$ cat src/rtl/stopwatch_pkg.sv
// Shared constants and helpers for the stopwatch / countdown timer family.
// Digits are BCD: units 0..9 on W1S bits, tens 0..5 on W10S bits.
package stopwatch_pkg;

  localparam int W1S  = 4;
  localparam int W10S = 3;

  localparam logic [W1S-1:0]  MAX_1S  = 4'd9;
  localparam logic [W10S-1:0] MAX_10S = 3'd5;

  typedef enum logic [1:0] {
    IDLE    = 2'd0,
    RUN     = 2'd1,
    PAUSE   = 2'd2,
    EXPIRED = 2'd3
  } state_e;

  function automatic logic [W1S-1:0] clamp_1s(input logic [W1S-1:0] d);
    return (d > MAX_1S) ? MAX_1S : d;
  endfunction

  function automatic logic [W10S-1:0] clamp_10s(input logic [W10S-1:0] d);
    return (d > MAX_10S) ? MAX_10S : d;
  endfunction

endpackage

$ cat src/rtl/tick_prescaler.sv
// Divides CLK down to a one-cycle TICK every CLK_FREQ enabled cycles.
// The count is held while EN is low, so a paused second resumes where it stopped.
module tick_prescaler #(
  parameter int CLK_FREQ = 100_000_000
) (
  input  logic CLK,
  input  logic RST,
  input  logic EN,
  input  logic CLR,
  output logic TICK
);

  localparam int CW = (CLK_FREQ > 1) ? $clog2(CLK_FREQ) : 1;
  localparam logic [CW-1:0] LAST = CW'(CLK_FREQ - 1);
  localparam logic [CW-1:0] ONE  = CW'(1);

  logic [CW-1:0] cnt_r;

  // Enabled cycle counter, wrapping at LAST; CLR takes priority over EN.
  always_ff @(posedge CLK or negedge RST) begin
    if (!RST) begin
      cnt_r <= '0;
    end else if (CLR) begin
      cnt_r <= '0;
    end else if (EN) begin
      if (cnt_r == LAST) begin
        cnt_r <= '0;
      end else begin
        cnt_r <= cnt_r + ONE;
      end
    end else begin
      cnt_r <= cnt_r;
    end
  end

  assign TICK = EN && (cnt_r == LAST);

endmodule

$ cat src/rtl/countdown_timer.sv
// Seconds countdown timer (00..59 BCD) with 1 Hz prescaled decrement and DONE pulse.
// Optional periodic reload on expiry when COUNTDOWN_AUTORELOAD_EN is defined.
module countdown_timer
  import stopwatch_pkg::*;
#(
  parameter int CLK_FREQ = 100_000_000
) (
  input  logic            CLK,
  input  logic            RST,
  input  logic            LOAD,
  input  logic [W1S-1:0]  LOAD_1S,
  input  logic [W10S-1:0] LOAD_10S,
  input  logic            START,
  output logic [W1S-1:0]  NUM_1S,
  output logic [W10S-1:0] NUM_10S,
  output logic            BUSY,
  output logic            DONE
);

  state_e          state_r;
  logic [W1S-1:0]  num_1s_r;
  logic [W10S-1:0] num_10s_r;
  logic            busy_r;
  logic            done_r;
`ifdef COUNTDOWN_AUTORELOAD_EN
  logic [W1S-1:0]  preset_1s_r;
  logic [W10S-1:0] preset_10s_r;
`endif

  logic            tick_s;
  logic            en_s;
  logic            is_zero_s;
  logic            last_sec_s;
  logic [W1S-1:0]  dec_1s_s;
  logic [W10S-1:0] dec_10s_s;

  assign en_s       = (state_r == RUN) && START;
  assign is_zero_s  = (num_1s_r == 4'd0) && (num_10s_r == 3'd0);
  assign last_sec_s = (num_1s_r == 4'd1) && (num_10s_r == 3'd0);

  tick_prescaler #(.CLK_FREQ(CLK_FREQ)) u_prescaler (
    .CLK  (CLK),
    .RST  (RST),
    .EN   (en_s),
    .CLR  (LOAD),
    .TICK (tick_s)
  );

  // BCD decrement with borrow; saturates at 00.
  always_comb begin
    dec_1s_s  = num_1s_r;
    dec_10s_s = num_10s_r;
    if (num_1s_r != 4'd0) begin
      dec_1s_s = num_1s_r - 4'd1;
    end else if (num_10s_r != 3'd0) begin
      dec_1s_s  = MAX_1S;
      dec_10s_s = num_10s_r - 3'd1;
    end else begin
      dec_1s_s  = 4'd0;
      dec_10s_s = 3'd0;
    end
  end

  // Control FSM with registered digits, BUSY and DONE; LOAD overrides everything.
  always_ff @(posedge CLK or negedge RST) begin
    if (!RST) begin
      state_r   <= IDLE;
      num_1s_r  <= 4'd0;
      num_10s_r <= 3'd0;
      busy_r    <= 1'b0;
      done_r    <= 1'b0;
`ifdef COUNTDOWN_AUTORELOAD_EN
      preset_1s_r  <= 4'd0;
      preset_10s_r <= 3'd0;
`endif
    end else if (LOAD) begin
      state_r   <= IDLE;
      num_1s_r  <= clamp_1s(LOAD_1S);
      num_10s_r <= clamp_10s(LOAD_10S);
      busy_r    <= 1'b0;
      done_r    <= 1'b0;
`ifdef COUNTDOWN_AUTORELOAD_EN
      preset_1s_r  <= clamp_1s(LOAD_1S);
      preset_10s_r <= clamp_10s(LOAD_10S);
`endif
    end else begin
      done_r <= 1'b0;
      case (state_r)
        IDLE, PAUSE: begin
          if (START) begin
            if (is_zero_s) begin
              state_r <= EXPIRED;
              done_r  <= 1'b1;
              busy_r  <= 1'b0;
            end else begin
              state_r <= RUN;
              busy_r  <= 1'b1;
            end
          end else begin
            busy_r <= 1'b0;
          end
        end
        RUN: begin
          if (!START) begin
            state_r <= PAUSE;
            busy_r  <= 1'b0;
          end else if (tick_s) begin
            if (last_sec_s) begin
              done_r <= 1'b1;
`ifdef COUNTDOWN_AUTORELOAD_EN
              // START is high here, so the timer keeps running on the reloaded count.
              num_1s_r  <= preset_1s_r;
              num_10s_r <= preset_10s_r;
              busy_r    <= 1'b1;
`else
              num_1s_r  <= 4'd0;
              num_10s_r <= 3'd0;
              state_r   <= EXPIRED;
              busy_r    <= 1'b0;
`endif
            end else begin
              num_1s_r  <= dec_1s_s;
              num_10s_r <= dec_10s_s;
            end
          end else begin
            busy_r <= 1'b1;
          end
        end
        EXPIRED: begin
          num_1s_r  <= 4'd0;
          num_10s_r <= 3'd0;
          busy_r    <= 1'b0;
        end
        default: begin
          state_r <= IDLE;
          busy_r  <= 1'b0;
        end
      endcase
    end
  end

  assign NUM_1S  = num_1s_r;
  assign NUM_10S = num_10s_r;
  assign BUSY    = busy_r;
  assign DONE    = done_r;

endmodule

$ cat config.mk
export PLATFORM = sky130hd
export DESIGN_NAME = countdown_timer
export DESIGN_NICKNAME = d
export VERILOG_FILES = /design/src/rtl/stopwatch_pkg.sv /design/src/rtl/tick_prescaler.sv /design/src/rtl/countdown_timer.sv
export SDC_FILE = /design/constraint.sdc
export NUM_CORES = 1
export LEC_CHECK = 0
export BUFFER_PORTS_ARGS = -buffer_cell sky130_fd_sc_hd__buf_2
export CORE_UTILIZATION = 40
export DETAILED_ROUTE_END_ITERATION = 16
export PLACE_DENSITY_LB_ADDON = 0.3
export RECOVER_POWER = 50
export SETUP_SLACK_MARGIN = 0.2
export SKIP_LAST_GASP = 1
export SYNTH_ARGS = -nofsm -noshare
export SYNTH_HDL_FRONTEND = slang
export SYNTH_SLANG_ARGS = --single-unit
$ cat constraint.sdc
create_clock -name CLK -period 2.03 [get_ports CLK]
set_clock_uncertainty 0.05 [all_clocks]
set_input_delay 0.1015 -clock CLK [delete_from_list [all_inputs] [get_ports CLK]]
set_output_delay 0.1015 -clock CLK [all_outputs]
set_load 0.005 [all_outputs]
# Yosys cells after proc, flatten, opt, wreduce, memory -nomap -nowiden
# Cells that the tools add are included.
word_totals:
  elab_cells: 79
  output_inout_bits: 9
  input_bits: 11
  regBits: 38
classes:
  reduce_logical: 16
  n_addsub: 3
  order_cmp: 2
  muxes: 40
  eq_ne: 12
op_table:
  columns: ["cell", "count"]
  rows:
  - ["$mux W27", 3]
  - ["$mux W4", 7]
  - ["$add A27 B1 Y27 const B", 1]
  - ["$eq A27 B27 Y1 const B", 1]
  - ["$mux W3", 7]
  - ["$mux W1", 12]
  - ["$mux W2", 6]
  - ["$ne A4 B4 Y1 const B", 3]
  - ["$ne A3 B3 Y1 const B", 3]
  - ["$reduce_bool A3 Y1", 3]
  - ["$pmux W4 S2", 1]
  - ["$reduce_and A4 Y1", 2]
  - ["$pmux W3 S2", 1]
  - ["$ne A5 B5 Y1 const B", 1]
  - ["$eq A2 B2 Y1 const B", 2]
  - ["$eq A4 B1 Y1 const B", 1]
  - ["$gt A4 B4 Y1 const B", 1]
  - ["$logic_and A1 B1 Y1", 4]
  - ["$logic_not A4 Y1", 1]
  - ["$pmux W2 S2", 1]
  - ["$reduce_bool A4 Y1", 1]
  - ["$sub A4 B1 Y4 const B", 1]
  - ["$gt A3 B3 Y1 const B", 1]
  - ["$logic_not A3 Y1", 1]
  - ["8 further kinds", 8]

# Longest topological paths before layout
# Gate-level depths: netlist (run 1).
logic_depth:
  ltp_word: 8
  depth_mapped: 9
  mapped_depth_nobuf: 7

# Modules after synthesis
# From an unflattened synthesis (run 1), not the netlist that was laid out.
unflattened:
  hier_cells: 250
  hier_area_um2: 2314.7
by_module_without_submodules:
  columns: ["mod", "seq_area_each_um2", "n_inst", "area_each_um2", "cells_each"]
  rows:
  - ["tick_prescaler", 675.6, 1, 1607.8, 175]
  - ["countdown_timer", 275.3, 1, 706.9, 75]

# Worst setup path after synthesis (run 1)
# OpenSTA, ideal clock, no wires.
synth_path:
  path_kind: "register -> register"
  from: "register u_prescaler.cnt_r[0]"
  to: "register num_1s_r[0], in the netlist NUM_1S[0]"
  required_time_ps: 1855
  arrival_ps: 1887
  period_less_slack_ps: 2063
  setup_ps: 125
  stages_incl_launch_ff: 10
  n_path_buf: 3
  slack_ps: -33
  path_cell_list: "dfrtp_1 -> ha_1 -> and3_1 -> buf_6 -> and4_4 -> buf_6 -> and2_4 -> buf_6 -> a21oi_4 -> mux2_4"
synth_via:
  elab_chain_cells: 4
synth_rtl:
  columns: ["item", "line_no", "rtl"]
  rows:
  - ["start, declared", "tick_prescaler.sv:17", "logic [CW-1:0] cnt_r;"]
  - ["start signal, assigned", "tick_prescaler.sv:29", "cnt_r <= cnt_r + ONE;"]
  - ["start signal, assigned", "tick_prescaler.sv:32", "cnt_r <= cnt_r;"]
  - ["$eq A27 B27 Y1", "tick_prescaler.sv:36", "assign TICK = EN && (cnt_r == LAST);"]
  - ["$logic_and A1 B1 Y1", "tick_prescaler.sv:36", null]
  - ["$ne A3 B3 Y1 (no source line)", null, null]
  - ["$reduce_and A3 Y1 (no source line)", null, null]
  - ["end signal, assigned", "countdown_timer.sv:78", "num_1s_r <= clamp_1s(LOAD_1S);"]
  - ["end signal, assigned", "countdown_timer.sv:122", "num_1s_r <= dec_1s_s;"]
  - ["end, declared", "countdown_timer.sv:21", "logic [W1S-1:0] num_1s_r;"]
# Every way passes these cells.
# A chain may end at the register's enable or synchronous reset.

# Worst setup path in the final report (run 1)
layout_path:
  from: "register u_prescaler.cnt_r[0]"
  to: "register u_prescaler.cnt_r[25]"
layout_via:
  elab_chain_cells: 4
layout_rtl:
  columns: ["item", "line_no", "rtl"]
  rows:
  - ["$add A27 B1 Y27 or $eq A27 B27 Y1 (tied branches)", "tick_prescaler.sv:29, tick_prescaler.sv:26", null]
  - ["$mux W27 *", "tick_prescaler.sv:26", "if (cnt_r == LAST) begin"]
  - ["$mux W27 *", "tick_prescaler.sv:25", "end else if (EN) begin"]
  - ["$mux W27 *", "tick_prescaler.sv:23", "end else if (CLR) begin"]
# Every way passes the cells marked *; elsewhere a longest branch is shown, timed or not. The select of a mux whose other input is x is not followed.

==> results of run 1 <==
[worst max-delay path by stage]
stage / startpoint / cells past startpoint / endpoint / slack [ns]
4_1_cts: u_prescaler.cnt_r[0] / 7 / u_prescaler.cnt_r[25] / 0.17
6_report: u_prescaler.cnt_r[0] / 7 / u_prescaler.cnt_r[25] / 0.18
2_1_floorplan: u_prescaler.cnt_r[1] / 9 / NUM_1S[0] / 0.02
3_3_place_gp: NUM_1S[0] / 7 / NUM_1S[3] / 0.06
5_1_grt: u_prescaler.cnt_r[0] / 7 / u_prescaler.cnt_r[25] / 0.09
3_5_place_dp: NUM_1S[0] / 7 / NUM_1S[3] / 0.04
[through the flow]
stage / util / setup WS [ns] / instances
2_1_floorplan: - / 0.0193 / 250
3_3_place_gp: 0.461 / 0.0633 / 347
3_5_place_dp: 0.461 / 0.0390 / 347
4_1_cts: 0.507 / 0.169 / 369
5_1_grt: 0.534 / 0.0918 / 376
6_report: 0.534 / 0.176 / 376
[cells by family (layout without fill, tap and decap cells)]
kind of cell / Yosys count / in the layout / share of synthesized area
simple gates: 112 / 112 / 0.268
flops: 38 / 38 / 0.415
compound gates: 65 / 65 / 0.196
fa+ha+maj: 3 / 3 / 0.0164
xor+xnor: 10 / 10 / 0.0382
buf+inv: 18 / 72 / 0.0437
mux: 4 / 4 / 0.0219
[Yosys cell counts, drive strengths merged, types with 3 or more instances]
master   number
o2111ai       3
nand4        11
o21ai         9
and2          3
dfrtp        38
nor2         26
nand3         7
buf           7
ha            3
nand2        23
xnor2         6
clkbuf        4
nor2b         3
a21oi        20
a31oi        12
and3          4
inv           7
and4          3
or3           7
nor3          9
xor2          4
nor4          6
[metal layers]
layer,share of wire,track usage
met4,0.022,0.0792
met3,0.048,0.0353
met1,0.45,0.269
met2,0.48,0.356
met5,0,0
[report_power, final]
group	switching [mW]	internal, mW
combinational	0.197	0.188
sequential	0.0468	0.792
clock	0.257	0.262
[registers in the layout, summed over array words and instances (netlist names)]
signal             count
u_prescaler.cnt_r     27
NUM_1S                 4
NUM_10S                3
state_r                2
BUSY                   1
DONE                   1
[cell type report]
type | instances | area, um2 | share of cell area
repair buffers | 59 | 395 | 0.135
inverters | 7 | 26.3 | 0.00894
flip-flops and latches | 38 | 956 | 0.325
well taps | 72 | 90.1 | 0.0307
clock buffers | 6 | 82.6 | 0.0281
multi-input cells | 194 | 1390 | 0.472
[worst max-delay path, cell delays in order, from the launching register on]
cell	delay (ns)
dfrtp_1	0.40
ha_2	0.18
and3_4	0.18
and4_4	0.19
a211oi_4	0.26
buf_6	0.16
a21bo_4	0.22
a31oi_2	0.12
[repair_timing]
action	CTS	global route
hold buffers	1	0
hold endpoints to repair	38	0
gates cloned	1	0
endpoints found under the setup margin	17	30
setup buffers	14	7
pin swaps	6	10
gates resized for setup	8	30
==> results.json, run 1 <==
{
  "routed_wl_um": 5870,
  "num_io_pins": 20,
  "mostFrequentLayoutCells": "buf_4 (35), dfrtp_1 (34), nor2_1 (26)",
  "yosysUniqueCellTypes": 62,
  "cts_sinks": 38,
  "wire_per_inst_um": 15.6,
  "clk_path_buf_depth": 2,
  "nFillCells": 492,
  "n_antenna_cell": 0,
  "dr.first_iter.drc_count": 121,
  "cts_buffers": 5,
  "synth_edf_count": 0,
  "slew_viol_final": 0,
  "r2r_cells": 7,
  "grt_pass1_wl_um": 9940,
  "place_area_um2": 2540,
  "ys_ff_latch": 38,
  "vias_per_cell": 5.68,
  "synth.area.top_cells": "dfrtp_1 (42%), nor2_1 (4.3%), a21oi_1 (4.2%), nand2_1 (3.8%), a31oi_1 (3.3%)",
  "cap_violations": 0,
  "synth_fp_nets": 264,
  "tns_ns": 0,
  "die_w_um": 77.7,
  "rsz0062_at_grt": "yes",
  "fp.dieH_um": 77.7,
  "drc_errors": 0,
  "clock_latency_ns": 0.29,
  "netlist_area_um2": 2290,
  "dp_hpwl_um": 3850,
  "first_global_vias": 2119,
  "setup_viol": 0,
  "p_total_mw": 1.74,
  "ys.flop_type": "dfrtp_1",
  "track_usage": 0.211,
  "min_period_ns": 1.85,
  "crit_required_ns": 2.19,
  "path_max_fanout": 5,
  "drive_above_1_share": 0.332,
  "num_rows": 27,
  "finalNetCount": 319,
  "mostFrequentLayoutCell": "buf_4",
  "tritoncts": "yes",
  "yosys_warnings": 0,
  "worstMarginPinSlew_ns": 0.942,
  "hold_depth": 2,
  "regToRegSetupSlack_ns": 0.18,
  "relSlewSlack": 0.372,
  "regToRegEndpoint": "u_prescaler.cnt_r[25]",
  "ys_async_sr_fraction": 1.00,
  "hold_ws_ns": 0.0330,
  "area_growth_pct": 28.3,
  "grt_max_degree": 39,
  "hold_path_class": "input pin to flop",
  "finalCritPeriodShare": 0.913,
  "overflow": 0,
  "arrival_ns": 2.02,
  "hold_violations": 0,
  "fmax_ghz": 0.539,
  "gp_congestion": 0.820,
  "start_util": 0.416,
  "vias": 2137,
  "outcome": "complete, no violations",
  "p_leak_nw": 1.22,
  "drtPass1Iterations": 4,
  "synthCells": 250,
  "htreeDepth": 2,
  "netlist.area_leader.share": 0.415,
  "hold_path_end": "NUM_10S[2]",
  "portBuffers": 19,
  "clk_transition_reported_paths_ns": 0.07,
  "synth-seq-area-share": 0.415,
  "dieArea_um2": 6030,
  "drtAntennaViolNets": 0,
  "start_kind": "flop",
  "cp-end-kind": "flop",
  "antenna_found_initial": 0,
  "min_from": "LOAD_10S[2]",
  "r2r-start": "u_prescaler.cnt_r[0]",
  "yosysTopAreaCell": "dfrtp_1",
  "design.core.area_um2": 5510,
  "root_buffer": "clkbuf_8",
  "worst_ir_drop_vdd_uv": 399,
  "final_area_um2": 2940,
  "crit_type": "flop to flop",
  "p_per_area_nw_per_um2": 593,
  "syn_avg_cell_area_um2": 9.16
}
Power figures use the tool's default switching activity.
==> inputs of run 2 (changes only) <==
--- a/config.mk
+++ b/config.mk
@@ -8,7 +8,7 @@
 export BUFFER_PORTS_ARGS = -buffer_cell sky130_fd_sc_hd__buf_2
 export CORE_UTILIZATION = 40
 export DETAILED_ROUTE_END_ITERATION = 16
-export PLACE_DENSITY_LB_ADDON = 0.3
+export PLACE_DENSITY = 0.68
 export RECOVER_POWER = 50
 export SETUP_SLACK_MARGIN = 0.2
 export SKIP_LAST_GASP = 1
==> run 2 against run 1 <==
Wire length grew 3.3%. Utilization grew 0.89 points. Power grew 7.1%. First-iteration DRC count shrank 12%. Highest routed layer unchanged. Via count grew 0.28%. Worst hold slack lost 0.017 ns. Cell count grew 0.80%. Largest cell class unchanged. Worst setup slack lost 0.016 ns. Non-clock buffer count grew 1. Sequential power is essentially flat.
==> results.json, run 2 (synthesis gave the netlist of run 1 again) <==
{
  "drc_errors": 0,
  "grt_pass1_wl_um": 9800,
  "crit_required_ns": 2.20,
  "p_comb_frac": 0.217,
  "slew_viol_final": 0,
  "crit_type": "flop to flop",
  "dieArea_um2": 6030,
  "hold_path_class": "input pin to flop",
  "num_io_pins": 20,
  "min_period_ns": 1.87,
  "arrival_ns": 2.04,
  "wire_per_inst_um": 16.0,
  "cts_buffers": 5,
  "path_max_fanout": 6,
  "setup_viol": 0,
  "area_growth_pct": 30.4,
  "overflow": 0,
  "clkPwrFrac": 0.333,
  "rsz0062_at_grt": "yes",
  "first_global_vias": 2045,
  "grt_max_degree": 39,
  "fmax_ghz": 0.535,
  "dp_hpwl_um": 3840,
  "htreeDepth": 2,
  "track_usage": 0.210,
  "mostFrequentLayoutCell": "buf_4",
  "drtPass1Iterations": 4,
  "min_from": "LOAD_1S[2]",
  "num_rows": 27,
  "portBuffers": 19,
  "root_buffer": "clkbuf_8",
  "worstMarginPinSlew_ns": 0.979,
  "p_int_mw": 1.34,
  "cp-end-kind": "flop",
  "tns_ns": 0,
  "drive_above_1_share": 0.352,
  "start_util": 0.416,
  "clk_transition_reported_paths_ns": 0.08,
  "antenna_found_initial": 0,
  "vias_per_cell": 5.65,
  "switchingPower_uw": 528,
  "r2r-start": "u_prescaler.cnt_r[0]",
  "cap_violations": 0,
  "dr.first_iter.drc_count": 106,
  "hold_violations": 0,
  "largest_register_ffs": 27,
  "largest_register": "u_prescaler.cnt_r",
  "relSlewSlack": 0.348,
  "p_per_area_nw_per_um2": 625,
  "finalCritPeriodShare": 0.921,
  "gp_congestion": 0.846,
  "design.core.area_um2": 5510,
  "mostFrequentLayoutCells": "buf_4 (33), dfrtp_1 (32), nor2_1 (26)",
  "tritoncts": "yes",
  "startpoint": "u_prescaler.cnt_r[0]",
  "drtAntennaViolNets": 0,
  "clk_path_buf_depth": 2,
  "n_antenna_cell": 0,
  "clock_latency_ns": 0.30,
  "routed_wl_um": 6060,
  "outcome": "complete, no violations",
  "vias": 2143,
  "switching_share": 0.283,
  "worst_ir_drop_vdd_uv": 421,
  "finalNetCount": 320,
  "final_area_um2": 2990,
  "place_area_um2": 2530,
  "seq_power_share": 0.451,
  "fp.dieH_um": 77.7,
  "cts_sinks": 38,
  "p_leak_nw": 1.24,
  "start_kind": "flop",
  "die_w_um": 77.7
}
run 2: critical path, cell delays in order, from the launching register on:
cell and delay [ns]:
dfrtp_1 0.40, ha_2 0.18, and3_4 0.18, and4_4 0.19, a211oi_4 0.27, buf_6 0.17
a21bo_1 0.20, a31oi_1 0.14
run 2: final timing paths:
| check | end | slack [ns] | cells after the start |
|---|---|---|---|
| setup / recovery | u_prescaler.cnt_r[23] | 0.16 | 7 |
| hold / removal | NUM_1S[2] | 0.02 | 3 |
| setup reg to reg | u_prescaler.cnt_r[23] | 0.16 | 7 |
| hold reg to reg | u_prescaler.cnt_r[26] | 0.45 | 1 |
| max in group asynchronous | u_prescaler.cnt_r[4] | 0.82 | 2 |
| min in group asynchronous | NUM_1S[1] | 0.44 | 2 |
run 2: power by group through the flow:
stage	registers, mW	logic (mW)	clock network, mW
2_1_floorplan	0.849	0.190	0
3_3_place_gp	0.851	0.309	0
3_5_place_dp	0.854	0.317	0
4_1_cts	0.839	0.375	0.630
5_1_grt	0.850	0.446	0.665
6_report	0.842	0.405	0.621
run 2: repair_timing:
| action | 4_1_cts | 5_1_grt |
|---|---|---|
| gates cloned | 1 | 0 |
| gates resized for setup | 11 | 30 |
| hold endpoints to repair | 38 | 0 |
| hold buffers | 1 | 0 |
| endpoints found under the setup margin | 25 | 28 |
| buffers inserted | 11 | 12 |
| pin swaps | 7 | 16 |
run 2: routing by layer:
metal	GRT usage	share of wire	wire length, um
met1	0.260	0.46	2780
met2	0.354	0.49	2970
met3	0.0553	0.042	252
met4	0.0717	0.010	61
met5	0	0	0
run 2: layout make-up:
type / instances / area, um2
clock buffer: 8 / 110
fill: 519 / 2520
inverter: 7 / 26.3
multi-input combinational: 194 / 1380
sequential: 38 / 958
tap: 72 / 90.1
timing repair buffer: 60 / 423
run 2: through the flow:
step	cells	util	hold slack [ns]	worst slack (ns)	power [mW]
2_1_floorplan	250	-	-0.244	0.0193	1.04
3_3_place_gp	346	0.460	0.209	0.0827	1.16
3_5_place_dp	346	0.460	0.219	0.0357	1.17
4_1_cts	367	0.507	0.0111	0.179	1.84
5_1_grt	379	0.542	0.0281	0.0797	1.96
6_report	379	0.542	0.0157	0.160	1.87
